==> config.mk <==
export PLATFORM = sky130hd
export DESIGN_NAME = run_length_counter
export DESIGN_NICKNAME = d
export VERILOG_FILES = /design/src/rtl/run_len_pkg.sv /design/src/rtl/run_len_fifo.sv /design/src/rtl/run_length_counter.sv
export SDC_FILE = /design/constraint.sdc
export NUM_CORES = 1
export LEC_CHECK = 0
export ABC_CLOCK_PERIOD_IN_PS = 2550
export BUFFER_PORTS_ARGS = -buffer_cell sky130_fd_sc_hd__buf_2
export CORE_ASPECT_RATIO = 0.6
export CORE_MARGIN = 3
export CORE_UTILIZATION = 40
export DETAILED_ROUTE_END_ITERATION = 6
export PLACE_DENSITY_LB_ADDON = 0.1
export SLEW_MARGIN = 20
export SYNTH_ARGS = -nofsm -noshare
export SYNTH_HDL_FRONTEND = slang
export SYNTH_SLANG_ARGS = --single-unit
==> constraint.sdc <==
create_clock -name clk -period 2.55 [get_ports clk]
set_input_delay 0 -clock clk [delete_from_list [all_inputs] [get_ports clk]]
set_output_delay 0 -clock clk [all_outputs]
set_load 0.03 [all_outputs]
==> src/rtl/run_len_pkg.sv <==
// Shared types and default sizes for the run-length counter that follows mealy_fsm.
package run_len_pkg;

    localparam int CNT_W_DEF      = 8;
    localparam int FIFO_DEPTH_DEF = 4;

    typedef enum logic {
        IDLE = 1'b0,
        RUN  = 1'b1
    } run_state_t;

    typedef struct packed {
        logic                 sat;
        logic [CNT_W_DEF-1:0] len;
    } run_entry_t;

endpackage

==> src/rtl/run_len_fifo.sv <==
// First-word-fall-through FIFO with count-based full/empty; head reads as zero when empty.
module run_len_fifo #(
    parameter  int W     = 9,
    parameter  int DEPTH = 4,
    localparam int AW    = $clog2(DEPTH)
) (
    input  logic          clk,
    input  logic          rst,
    input  logic          push_i,
    input  logic [W-1:0]  wr_data_i,
    input  logic          pop_i,
    output logic [W-1:0]  rd_data_o,
    output logic [AW:0]   count_o,
    output logic          full_o,
    output logic          empty_o
);

    logic [W-1:0]  mem_q [DEPTH];
    logic [AW-1:0] wr_ptr_q, rd_ptr_q;
    logic [AW:0]   count_q;
    logic          do_push, do_pop;

    assign empty_o = (count_q == '0);
    assign full_o  = (count_q == (AW+1)'(DEPTH));
    assign count_o = count_q;

    // A pop frees the slot in the same edge, so a push into a full FIFO is accepted then.
    assign do_pop  = pop_i & ~empty_o;
    assign do_push = push_i & (~full_o | do_pop);

    assign rd_data_o = empty_o ? '0 : mem_q[rd_ptr_q];

    always_ff @(posedge clk or posedge rst) begin
        if (rst) begin
            wr_ptr_q <= '0;
            rd_ptr_q <= '0;
            count_q  <= '0;
        end else begin
            if (do_push) wr_ptr_q <= wr_ptr_q + AW'(1);
            if (do_pop)  rd_ptr_q <= rd_ptr_q + AW'(1);
            case ({do_push, do_pop})
                2'b10:   count_q <= count_q + (AW+1)'(1);
                2'b01:   count_q <= count_q - (AW+1)'(1);
                default: count_q <= count_q;
            endcase
        end
    end

    always_ff @(posedge clk) begin
        if (do_push) mem_q[wr_ptr_q] <= wr_data_i;
    end

endmodule

==> src/rtl/run_length_counter.sv <==
// Measures each maximal run of 1s on a serial stream and queues the lengths
// (with a saturation flag) for a valid/ready consumer.
import run_len_pkg::*;

module run_length_counter #(
    parameter  int CNT_W      = CNT_W_DEF,
    parameter  int FIFO_DEPTH = FIFO_DEPTH_DEF,
    localparam int CW         = $clog2(FIFO_DEPTH) + 1
) (
    input  logic             clk,
    input  logic             rst,
    input  logic             bit_in,
    input  logic             bit_valid,
    output logic [CNT_W-1:0] len_out,
    output logic             len_sat,
    output logic             out_valid,
    input  logic             out_ready,
    output logic [CW-1:0]    fifo_count,
    output logic             overflow
);

    typedef struct packed {
        logic             sat;
        logic [CNT_W-1:0] len;
    } entry_t;

    localparam logic [CNT_W-1:0] CNT_MAX = '1;
    localparam logic [CNT_W-1:0] CNT_ONE = CNT_W'(1);

    run_state_t       state_q, state_d;
    logic [CNT_W-1:0] cnt_q, cnt_d;
    logic             sat_q, sat_d;
    logic             ovf_q, ovf_d;
    logic             push, pop, full, empty;
    entry_t           wr_entry, head;

    always_comb begin
        state_d = state_q;
        cnt_d   = cnt_q;
        sat_d   = sat_q;
        push    = 1'b0;
        if (bit_valid) begin
            case (state_q)
                IDLE: begin
                    if (bit_in) begin
                        state_d = RUN;
                        cnt_d   = CNT_ONE;
                        sat_d   = (CNT_ONE == CNT_MAX);
                    end
                end
                RUN: begin
                    if (bit_in) begin
                        // Count pins at CNT_MAX; the flag marks that the true length may be larger.
                        if (cnt_q != CNT_MAX) cnt_d = cnt_q + CNT_ONE;
                        if (cnt_q >= CNT_MAX - CNT_ONE) sat_d = 1'b1;
                    end else begin
                        push    = 1'b1;
                        state_d = IDLE;
                        cnt_d   = '0;
                        sat_d   = 1'b0;
                    end
                end
                default: state_d = IDLE;
            endcase
        end
    end

    assign pop   = ~empty & out_ready;
    assign ovf_d = ovf_q | (push & full & ~pop);

    always_ff @(posedge clk or posedge rst) begin
        if (rst) begin
            state_q <= IDLE;
            cnt_q   <= '0;
            sat_q   <= 1'b0;
            ovf_q   <= 1'b0;
        end else begin
            state_q <= state_d;
            cnt_q   <= cnt_d;
            sat_q   <= sat_d;
            ovf_q   <= ovf_d;
        end
    end

    assign wr_entry.sat = sat_q;
    assign wr_entry.len = cnt_q;

    run_len_fifo #(
        .W     (CNT_W + 1),
        .DEPTH (FIFO_DEPTH)
    ) u_fifo (
        .clk       (clk),
        .rst       (rst),
        .push_i    (push),
        .wr_data_i (wr_entry),
        .pop_i     (pop),
        .rd_data_o (head),
        .count_o   (fifo_count),
        .full_o    (full),
        .empty_o   (empty)
    );

    assign out_valid = ~empty;
    assign len_out   = head.len;
    assign len_sat   = head.sat;
    assign overflow  = ovf_q;

endmodule
==> impl_metrics.py <==
metrics = {
    "detailed_routing": {
        "viasPerCell": 5.13,
        "vias": 1381,
        "drt_iter0_drc": 61,
        "first_pass_iters": 4,
        "remaining_drc_errors": 0,
        "routed_wl_um": 4540,
        "antenna_left": 0,
        "avgRoutedWirePerCell_um": 16.9,
    },
    "finish": {
        "seq_area_mm2": 0.00153,
        "antennaDiodeCount": 0,
        "design_area_mm2": 0.00277,
        "synthToLayoutAreaGrowth_pct": 12.2,
        "final_net_count": 201,
        "nFillCells": 484,
        "drive_gt1_share_pct": 23.8,
        "multi_input_area_um2": 857,
    },
    "logic_synthesis": {
        "synth_edf_count": 36,
        "synth-main-ff-cell": "edfxtp_1",
        "synth_area_per_cell_um2": 14.9,
        "synth-seq-cells": 54,
        "ys_types": 42,
        "synth.cell_area_mm2": 0.00246,
        "synth_seq_area_share_pct": 62.1,
        "netlist_instances": 165,
        "yosysWarnings": 0,
        "async_flop_share_pct": 33.3,
        "syn-num-nets": 178,
    },
    "clocking": {
        "tritoncts": "built",
        "clk_pin_slew_ns": 0.10,
        "cts_setup_buffers": 0,
        "postCtsHoldBufs": 2,
        "cts_root_buf": "clkbuf_8",
        "insertion_delay_ns": 0.30,
        "cts.sinks": 54,
        "h-tree-depth": 2,
        "cts_buffers": 5,
        "clockBufferDepth": 2,
        "cts_resized": 0,
    },
    "worst_setup_path": {
        "endpoint_kind": "flip-flop",
        "timing.rr.start": "u_fifo.count_o[0]",
        "cp_top_family": "simple AND/OR/NAND/NOR gates",
        "path_max_fanout": 8,
        "crit_required_ns": 2.79,
        "start_kind": "flip-flop",
        "timing.critical_path.from": "u_fifo.count_o[0]",
        "crit_slowest_cell": "nor4b_2",
        "r2r_cells": 9,
        "r2r_end": "u_fifo.count_o[2]",
        "max_stage_delay_ns": 0.49,
        "crit_type": "flip-flop to flip-flop",
        "r2r_slack_ns": 0.24,
        "crit_buf_inv": 2,
        "crit_arrival_ns": 2.55,
        "crit_chain": "nor4b_2, nor3_2, inv_1, ha_1, inv_1, fa_1, xor2_1, nor2_1, xor2_1",
    },
    "sta": {
        "rsz0062_at_grt": "false",
        "worst_clock_skew_ns": 0.0134,
        "max_freq_ghz": 0.433,
        "finalCriticalPeriod_ns": 2.31,
        "final-setup-viol-count": 0,
        "slew-limit-headroom_pct": 52.2,
        "hold_viol_final": 0,
        "slew_viol_final": 0,
        "timing.setup.tns_ns": 0,
        "worst_pin_slew_ns": 0.716,
        "finalCritPeriodShare_pct": 90.5,
    },
    "global_routing": {
        "grt_pass1_wl_um": 7440,
        "grt_usage_pct": 13.9,
        "grt_pass1_vias": 1405,
        "grt_max_degree": 19,
        "antenna_found_initial": 0,
        "overflow": 0,
    },
    "placed_design": {
        "placed_area_mm2": 0.00262,
        "gp_congestion": 0.773,
        "detailed_place_hpwl_um": 3230,
        "port_buffers": 18,
    },
    "floorplanning": {
        "io-pin-count": 19,
        "die_y_um": 66.8,
        "dieWidth_um": 107,
        "core_area_mm2": 0.00575,
        "fp-row-count": 21,
        "initial_core_util_pct": 42.8,
        "fp.dieArea_mm2": 0.00717,
    },
    "power": {
        "total_power_mw": 2.71,
        "powerDensity_mw_per_mm2": 979,
        "leakagePower_nw": 1.07,
        "vdd_drop_max_v": 0.000368,
    },
    "flow_run": {
        "maxCapViolCount": 0,
    },
    "worst_hold_path": {
        "hp-start": "bit_in",
        "hold_path_end": "state_q",
        "hold_depth": 3,
        "hold_path_class": "input pin to flip-flop",
    },
    "run_status": {
        "status": "complete, no violations",
    },
}
## logic make-up after synthesis
family,share of synthesized area (%)
compound gates,6.80
xor+xnor,2.13
fa+ha+maj,4.37
buf+inv,3.10
flops,62.1
mux,9.44
simple gates,12.0
## report_power, final
part / internal, mW / total [mW] / switching (mW)
Sequential: 1.03 / 1.20 / 0.164
Combinational: 0.381 / 0.908 / 0.526
Clock: 0.323 / 0.600 / 0.276
Total: 1.74 / 2.71 / 0.967
## area by class of cell
cell class / instances / share of cell area (%)
repair buffers: 21 / 4.25
well taps: 80 / 3.62
clock inverters: 2 / 1.40
clock buffers: 6 / 2.99
inverters: 10 / 1.36
flip-flops and latches: 54 / 55.4
multi-input cells: 96 / 31.0
## layer usage
| metal | vias to the layer above | wire, µm | GRT usage, % |
|---|---|---|---|
| met2 | 32 | 2110 | 22.3 |
| met3 | 7 | 174 | 3.19 |
| met4 | 0 | 33 | 3.62 |
| li1 | 660 | - | - |
| met1 | 682 | 2220 | 19.3 |
| met5 | - | 0 | 0 |
## worst min-delay path: stages
cell	delay, ns
buf_2	0.15
nand2_1	0.09
o21ai_1	0.06
## cells in the mapped netlist (2+ instances only)
library cell,n,area share [%]
a21oi_1,4,0.81
a31oi_1,3,0.76
and2_1,15,3.8
and3_1,2,0.51
buf_6,2,0.91
dfrtp_1,18,18
edfxtp_1,36,44
ha_1,7,3.6
inv_1,10,1.5
mux2i_1,3,1.2
mux4_2,9,8.2
nand2_1,9,1.4
nand3_1,5,1.0
nor2_1,3,0.46
nor3_1,2,0.41
o21ai_0,3,0.61
o21ai_1,4,0.81
o31ai_1,2,0.61
xnor2_1,3,1.1
xor2_1,3,1.1
## worst max-delay path by stage
stage,endpoint,slack (ns),cells after the start
CTS,u_fifo.count_o[2],0.25,9
finish,u_fifo.count_o[2],0.24,9
global placement,u_fifo.count_o[2],0.45,9
detailed placement,u_fifo.count_o[2],0.27,9
floorplan,u_fifo.count_o[2],0.46,9
global route,u_fifo.count_o[2],0.1,9
## state kept, by name (all words and copies together), names as in the netlist
register,cells
u_fifo.mem_q,36
cnt_q,8
u_fifo.count_o,3
u_fifo.rd_ptr_q,2
u_fifo.wr_ptr_q,2
overflow,1
sat_q,1
state_q,1
## stage by stage
step                      setup slack [ns]  utilization (%)  hold WS, ns  std cells
final                                0.241             48.1       0.0356        269
after CTS                            0.249             48.1       0.0321        269
after detailed placement             0.271             45.6        0.151        259
after global placement               0.451             45.6        0.148        259
after global routing                0.0993             48.1       0.0443        269
after floorplan                      0.462                -      -0.0614        165
## placed cells by master (no fill, tap or decap), types with 3 or more instances in the layout
master / netlist / layout
mux4_2: 9 / 9
nand2_1: 9 / 9
o21ai_0: 3 / 3
mux2i_1: 3 / 3
dfrtp_1: 18 / 18
clkbuf_8: 0 / 6
inv_1: 10 / 10
buf_2: 1 / 18
o21ai_1: 4 / 4
xnor2_1: 3 / 3
nand3_1: 5 / 5
and2_1: 15 / 15
edfxtp_1: 36 / 36
a31oi_1: 3 / 3
xor2_1: 3 / 3
nor2_1: 3 / 3
ha_1: 7 / 7
a21oi_1: 4 / 4
(Power assumes the default switching activity.)
